## config.mk

```make
export PLATFORM = sky130hd
export DESIGN_NAME = fetch_unit_flat
export DESIGN_NICKNAME = d
export VERILOG_FILES = /design/src/rtl/fetch_unit_if.sv /design/src/rtl/fetch_unit.sv /design/src/flat_wrapper.sv
export SDC_FILE = /design/constraint.sdc
export NUM_CORES = 1
export LEC_CHECK = 0
export BUFFER_PORTS_ARGS = -buffer_cell sky130_fd_sc_hd__buf_2
export CAP_MARGIN = 10
export CORE_ASPECT_RATIO = 0.9
export CORE_MARGIN = 3
export CORE_UTILIZATION = 45
export CTS_CLUSTER_DIAMETER = 100
export CTS_CLUSTER_SIZE = 30
export DETAILED_ROUTE_END_ITERATION = 10
export PLACE_DENSITY = 0.75
export SETUP_SLACK_MARGIN = 0.05
export SYNTH_ARGS = -nofsm -noshare
export SYNTH_HDL_FRONTEND = slang
export SYNTH_SLANG_ARGS = --single-unit
```

## constraint.sdc

```tcl
create_clock -name clk -period 3.4 [get_ports clk]
set_input_delay 1.02 -clock clk [delete_from_list [all_inputs] [get_ports clk]]
set_output_delay 1.02 -clock clk [all_outputs]
set_load 0.005 [all_outputs]
```

## src/rtl/fetch_unit_if.sv

```systemverilog
`default_nettype none
// ============================================================================
//  Module      : fetch_unit_if
//  Description : Instruction-memory request/ready bus between the fetch
//                stage (master) and instruction memory (slave).
//  Revision    : 1.0  initial release
// ============================================================================
interface fetch_unit_if #(
    parameter int XLEN = 32
);
    logic            imem_req;
    logic [XLEN-1:0] imem_addr;
    logic            imem_ready;
    logic [XLEN-1:0] imem_rdata;

    modport master (
        output imem_req,
        output imem_addr,
        input  imem_ready,
        input  imem_rdata
    );

    modport slave (
        input  imem_req,
        input  imem_addr,
        output imem_ready,
        output imem_rdata
    );
endinterface
`default_nettype wire

```

## src/rtl/fetch_unit.sv

```systemverilog
`default_nettype none
// ============================================================================
//  Module      : fetch_unit
//  Description : Instruction-fetch stage with IF/ID pipeline register. Owns
//                the PC, issues req/ready fetches, buffers a fetch that
//                completes under stall, and drains an outstanding request
//                after a redirect before restarting at the new target.
//  Revision    : 1.0  initial release
// ============================================================================
module fetch_unit #(
    parameter int              XLEN     = 32,
    parameter logic [XLEN-1:0] RESET_PC = '0
) (
    input  wire              clk,
    input  wire              rst,
    fetch_unit_if.master     imem,
    input  wire              stall,
    input  wire              redirect,
    input  wire  [XLEN-1:0]  redirect_pc,
    output logic             if_id_valid,
    output logic [XLEN-1:0]  if_id_pc,
    output logic [XLEN-1:0]  if_id_pc4,
    output logic [XLEN-1:0]  if_id_instr,
    output logic [6:0]       if_id_opcode
);

    // addi x0,x0,0 -- decode-safe filler for every empty IF/ID slot
    localparam logic [XLEN-1:0] c_NOP        = XLEN'(32'h0000_0013);
    localparam logic [XLEN-1:0] c_FOUR       = XLEN'(4);
    localparam logic [XLEN-1:0] c_ALIGN_MASK = {{(XLEN-2){1'b1}}, 2'b00};

    // FETCH : request at pc
    // BUFFER: fetched word parked while decode is stalled, no request
    // DRAIN : old request still in flight after a redirect; its data is dropped
    localparam logic [1:0] S_FETCH  = 2'd0;
    localparam logic [1:0] S_BUFFER = 2'd1;
    localparam logic [1:0] S_DRAIN  = 2'd2;

    logic [1:0]      r_state;
    logic [XLEN-1:0] r_pc;
    logic [XLEN-1:0] r_pend_pc;
    logic [XLEN-1:0] r_buf_pc;
    logic [XLEN-1:0] r_buf_instr;
    logic            r_if_valid;
    logic [XLEN-1:0] r_if_pc;
    logic [XLEN-1:0] r_if_instr;

    logic            w_req;
    logic            w_xfer;
    logic [XLEN-1:0] w_rpc;
    logic [XLEN-1:0] w_pc_inc;

    // Request/handshake decode; the address is only ever r_pc, which does not
    // move while a request is outstanding, so it is stable until ready.
    always_comb begin
        w_req    = !rst && (r_state != S_BUFFER);
        w_xfer   = w_req && imem.imem_ready;
        w_rpc    = redirect_pc & c_ALIGN_MASK;
        w_pc_inc = r_pc + c_FOUR;
    end

    assign imem.imem_req  = w_req;
    assign imem.imem_addr = r_pc;

    // PC, fetch state machine, skid buffer and IF/ID register
    always_ff @(posedge clk) begin
        if (rst) begin
            r_state     <= S_FETCH;
            r_pc        <= RESET_PC;
            r_pend_pc   <= RESET_PC;
            r_buf_pc    <= '0;
            r_buf_instr <= c_NOP;
            r_if_valid  <= 1'b0;
            r_if_pc     <= '0;
            r_if_instr  <= c_NOP;
        end else begin
            case (r_state)
                S_FETCH: begin
                    if (redirect) begin
                        // Flush wins over stall: the wrong-path slot must go.
                        r_if_valid <= 1'b0;
                        r_if_instr <= c_NOP;
                        if (w_xfer) begin
                            r_pc <= w_rpc;
                        end else begin
                            r_pend_pc <= w_rpc;
                            r_state   <= S_DRAIN;
                        end
                    end else if (w_xfer) begin
                        r_pc <= w_pc_inc;
                        if (stall) begin
                            r_buf_pc    <= r_pc;
                            r_buf_instr <= imem.imem_rdata;
                            r_state     <= S_BUFFER;
                        end else begin
                            r_if_valid <= 1'b1;
                            r_if_pc    <= r_pc;
                            r_if_instr <= imem.imem_rdata;
                        end
                    end else if (!stall) begin
                        // Memory wait with decode free: insert a bubble.
                        r_if_valid <= 1'b0;
                        r_if_instr <= c_NOP;
                    end
                end

                S_BUFFER: begin
                    if (redirect) begin
                        r_if_valid <= 1'b0;
                        r_if_instr <= c_NOP;
                        r_pc       <= w_rpc;
                        r_state    <= S_FETCH;
                    end else if (!stall) begin
                        r_if_valid <= 1'b1;
                        r_if_pc    <= r_buf_pc;
                        r_if_instr <= r_buf_instr;
                        r_state    <= S_FETCH;
                    end
                end

                S_DRAIN: begin
                    r_if_valid <= 1'b0;
                    r_if_instr <= c_NOP;
                    if (redirect) begin
                        r_pend_pc <= w_rpc;
                    end
                    if (w_xfer) begin
                        // The in-flight word belongs to the old path: drop it.
                        r_pc    <= redirect ? w_rpc : r_pend_pc;
                        r_state <= S_FETCH;
                    end
                end

                default: begin
                    r_state    <= S_FETCH;
                    r_if_valid <= 1'b0;
                    r_if_instr <= c_NOP;
                end
            endcase
        end
    end

    // IF/ID outputs; the link value is derived so it can never disagree
    always_comb begin
        if_id_valid  = r_if_valid;
        if_id_pc     = r_if_pc;
        if_id_pc4    = r_if_pc + c_FOUR;
        if_id_instr  = r_if_instr;
        if_id_opcode = r_if_instr[6:0];
    end

endmodule
`default_nettype wire

```

## src/flat_wrapper.sv

```systemverilog
// flat-port wrapper written by rule: the top's interface ports become plain ports
module fetch_unit_flat 
#(
    parameter int              XLEN     = 32,
    parameter logic [XLEN-1:0] RESET_PC = '0
)
  (clk, rst, stall, redirect, redirect_pc, if_id_valid, if_id_pc, if_id_pc4, if_id_instr, if_id_opcode, imem_imem_req, imem_imem_addr, imem_imem_ready, imem_imem_rdata);
  fetch_unit_if #(.XLEN(XLEN)) imem_i ();
  input  wire clk;
  input  wire rst;
  input  wire stall;
  input  wire redirect;
  input  wire  [XLEN-1:0] redirect_pc;
  output logic if_id_valid;
  output logic [XLEN-1:0] if_id_pc;
  output logic [XLEN-1:0] if_id_pc4;
  output logic [XLEN-1:0] if_id_instr;
  output logic [6:0] if_id_opcode;
  output wire logic [$bits(imem_i.imem_req)-1:0] imem_imem_req;
  output wire logic [$bits(imem_i.imem_addr)-1:0] imem_imem_addr;
  input wire logic [$bits(imem_i.imem_ready)-1:0] imem_imem_ready;
  input wire logic [$bits(imem_i.imem_rdata)-1:0] imem_imem_rdata;
  assign imem_imem_req = imem_i.imem_req;
  assign imem_imem_addr = imem_i.imem_addr;
  assign imem_i.imem_ready = imem_imem_ready;
  assign imem_i.imem_rdata = imem_imem_rdata;
  fetch_unit #(.XLEN(XLEN), .RESET_PC(RESET_PC)) u_core (.clk(clk), .rst(rst), .imem(imem_i), .stall(stall), .redirect(redirect), .redirect_pc(redirect_pc), .if_id_valid(if_id_valid), .if_id_pc(if_id_pc), .if_id_pc4(if_id_pc4), .if_id_instr(if_id_instr), .if_id_opcode(if_id_opcode));
endmodule
```

==> results.json <==
{
  "critical_path.reg2reg.endpoint": "u_core.imem.imem_addr[29]$_SDFFE_PP0P_",
  "drt-pass1-iter-count": 5,
  "synthesis.nets": 1264,
  "crit_type": "reg -> out",
  "clk-insertion-delay-late_ns": 0.44,
  "timing.final.crit_share_pct": 93.43,
  "worst_hold_startpoint": "u_core.r_buf_instr[8]$_SDFFE_PP0P_",
  "chipHeight_um": 143.8,
  "most_frequent_standard_cell_in_the_layout_excluding_fill_and_tap_cells": "sky130_fd_sc_hd__nand2_1",
  "grt_start_max_net_pins": 67,
  "p_comb_share_pct": 16.8,
  "synth.avg_cell_area_um2": 7.986,
  "use_met1_pct": 32.78,
  "placement_rows": 49,
  "htree_levels": 4,
  "detail_route.drc_violations": 0,
  "cellInternalPower_mw": 3.739,
  "synthArstFlopShare_pct": 0,
  "yosys.area.top_type_share_pct": 41.11,
  "final_cell_mix": "sky130_fd_sc_hd__nand2_1 (234), sky130_fd_sc_hd__buf_2 (202), sky130_fd_sc_hd__dfxtp_1 (191), sky130_fd_sc_hd__a21oi_1 (136), sky130_fd_sc_hd__nor2_1 (93)",
  "report.final.slew_viol_count": 0,
  "nFillCells": 1971,
  "gp_congestion": 0.8829,
  "min_period_ns": 3.177,
  "end_kind": "primary output",
  "synth_mux_area_share_pct": 3.808,
  "synth-compound-area-share_pct": 23.77,
  "worst_case_clock_skew_ns": 0.007734,
  "switchingPower_mw": 1.673,
  "synthCells": 1189,
  "synth_top_family_by_area": "compound AO/OA/AOI/OAI gates",
  "ys_ff_latch": 195,
  "p_leak_nw": 4.359,
  "root_buffer": "sky130_fd_sc_hd__clkbuf_16",
  "timing.hold.worst_path_depth": 2,
  "critical_path.top_delay_family": "simple AND/OR/NAND/NOR gates",
  "crit_path_start": "u_core.if_id_pc[11]$_SDFFE_PP0P_",
  "yosysTopAreaCell": "sky130_fd_sc_hd__dfxtp_1",
  "drt-vias-per-instance": 5.642,
  "worst_path_max_delay_cell": "sky130_fd_sc_hd__dfxtp_1",
  "cts-root-to-sink-buffers": 2,
  "cp_max_fo": 7,
  "yosysSeqAreaShare_pct": 41.11,
  "grt_util_met3_pct": 5.014,
  "detail-route-antenna-nets": 0,
  "critPathLaunchType": "flop",
  "global_route_total_usage_across_every_layer_pct": 22.31,
  "routedWlPerCell_um": 16.48,
  "critical_path.n_buffers_inverters": 1,
  "synth_top_flop_cell": "sky130_fd_sc_hd__dfxtp_1",
  "power.share.sequential_pct": 47.5,
  "syn_warnings": 0,
  "relSlewSlack_pct": 46.75,
  "diodes": 0,
  "synth_adder_area_share_pct": 0.7906,
  "globalRouteMet2Util_pct": 32.97,
  "placement.setup.worst_slack_ns": 0.1728,
  "p_clk_share_pct": 35.8,
  "fp.dieArea_mm2": 0.02288,
  "cts_sinks": 195,
  "drt_first_iter_violations": 766,
  "io_buffer_count": 203,
  "syn_area_mm2": 0.009495,
  "floorplan.io_pins": 206,
  "post-route-worst-setup-slack_ns": 0.2234,
  "final_util_pct": 55.17,
  "cts_inserted_buffers": 17,
  "synth_simple_gate_area_share_pct": 21.41,
  "worst_r2r_path_depth": 8,
  "worst-r2r-setup-slack_ns": 0.44,
  "run_status": "completed",
  "worstHoldEndpoint": "u_core.r_buf_instr[8]$_SDFFE_PP0P_",
  "hold_path_class": "reg -> reg",
  "grt_antenna_before_repair": 0,
  "routed-via-count": 9146,
  "ys_types": 71,
  "placed_wire_length_estimate_um": 18130,
  "setup_viol": 0,
  "tritoncts_clock_tree": "built",
  "design.final.nets": 1403,
  "clk_pin_slew_ns": 0.08,
  "initial_core_util_pct": 46.65,
  "vdd.ir_drop.worst_mv": 0.3150,
  "crit_chain": "and4_1 > and3_2 > nand3_2 > or3_1 > xnor2_1 > buf_2",
  "share_of_the_synthesized_netlist_area_taken_by_xor_and_xnor_gates_pct": 3.044,
  "finalSetupTns_ns": 0,
  "die_width_um": 159.1,
  "synth_enable_flop_cells": 0,
  "total_count_of_hold_check_failures_in_the_final_report": 0,
  "grt.busiest_layer": "met2",
  "worst-slew-pin-transition_ns": 0.7988,
  "grt_overflow_total": 0,
  "drt_wl_total_um": 26720,
  "worstPathRequired_ns": 2.38,
  "netSwitchingFraction_pct": 30.91,
  "post_route_cells_drive_above_1_share_pct": 22.37,
  "timing.fmax_mhz": 314.8,
  "powerDensity_mw_per_mm2": 482.0,
  "area_delta_synth_final_pct": 18.26,
  "setup_repair_after_global_routing_missed_its_margin": "yes",
  "cp.arrival_ns": 2.16,
  "critical_path.max_stage_delay_ns": 0.42,
  "drv_cap": 0,
  "worstReg2RegStart": "u_core.r_state[1]$_SDFFE_PP0P_",
  "wire_length_of_the_first_global_routing_pass_um": 42120,
  "grt_pass1_vias": 7869,
  "fp.coreArea_mm2": 0.02035,
  "synth_top_cells_by_area": "sky130_fd_sc_hd__dfxtp_1 (41%), sky130_fd_sc_hd__nand2_1 (9.3%), sky130_fd_sc_hd__a21oi_1 (7.3%)",
  "holdWs_ns": 0.4547
}
## layer usage
layer,share of wire (%),vias up
met3,7.8,34
met5,0,-
li1,-,4511
met4,1.6,0
met2,43,379
met1,47,4222
## state kept, by name, indices dropped and copies added (netlist names)
signal	count
u_core.imem.imem_addr	32
u_core.r_pend_pc	32
u_core.if_id_pc	32
u_core.r_buf_instr	32
u_core.if_id_instr	32
u_core.r_buf_pc	32
u_core.if_id_valid	1
u_core.r_state	2
## metrics by stage
step,cell area (um2),std cells,total power [mW]
after detailed placement,10620,1587,3.517
after global routing,11230,1621,5.657
after floorplan,9495,1189,3.167
final,11230,1621,5.413
after CTS,11210,1621,5.441
after global placement,10620,1587,3.495
## cell usage after synthesis (all sizes together), types with 15 or more instances
cell,n
nand3,42
dfxtp,195
xor2,15
a22o,37
and3,17
nand2,234
o21ai,26
xnor2,18
a22oi,36
a211oi,37
nor2,95
mux2i,35
clkbuf,87
a21oi,138
buf,26
## cells by family after synthesis
kind of cell	count (synthesis)
adders and majority gates	6
and+or+nand+nor	456
xor gates and xnor gates	33
buffers and inverters	124
AOI/OAI and AO/OA	339
muxes	36
DFF	195
## area by class of cell
type,count,area (um2),share of cell area [%]
Clock buffer,17,425.4,3.788
Clock inverter,15,143.9,1.281
Inverter,10,37.54,0.3343
Multi-Input combinational cell,870,5067,45.13
Sequential cell,195,3909,34.81
Tap cell,280,350.3,3.120
Timing Repair Buffer,234,1296,11.54
## worst min-delay path, cell delays in order (launching register included)
cell                      delay [ns]
sky130_fd_sc_hd__dfxtp_1        0.31
sky130_fd_sc_hd__nand2_1        0.05
sky130_fd_sc_hd__a21oi_1        0.05
## what timing repair did
action                                  CTS  global route
hold buffers                              0             0
cloned                                    0             0
resized for setup                         1             9
endpoints found under the hold margin     0             0
buffers inserted                          2             0
pin swaps                                 1             0
endpoints found under the setup margin    3            12
## power by group through the flow
| stage | Combinational, mW | Clock, mW | Sequential (mW) |
|---|---|---|---|
| 3_3_place_gp | 0.882 | 0 | 2.61 |
| 3_5_place_dp | 0.898 | 0 | 2.62 |
| 4_1_cts | 0.902 | 1.97 | 2.57 |
| 2_1_floorplan | 0.601 | 0 | 2.57 |
| 5_1_grt | 0.999 | 2.07 | 2.59 |
| 6_report | 0.907 | 1.94 | 2.57 |
## how the worst max path moves through the flow
stage	depth (start not counted)	slack (ns)	to
after CTS	6	0.09	if_id_pc4[24]
final	6	0.22	if_id_pc4[24]
after global placement	6	0.23	u_core.imem.imem_addr[23]$_SDFFE_PP0P_
after detailed placement	6	0.17	u_core.imem.imem_addr[23]$_SDFFE_PP0P_
after global routing	6	0.05	if_id_pc4[29]
after floorplan	4	0.51	imem_imem_req
No activity file was read; power rests on OpenSTA's default activity.
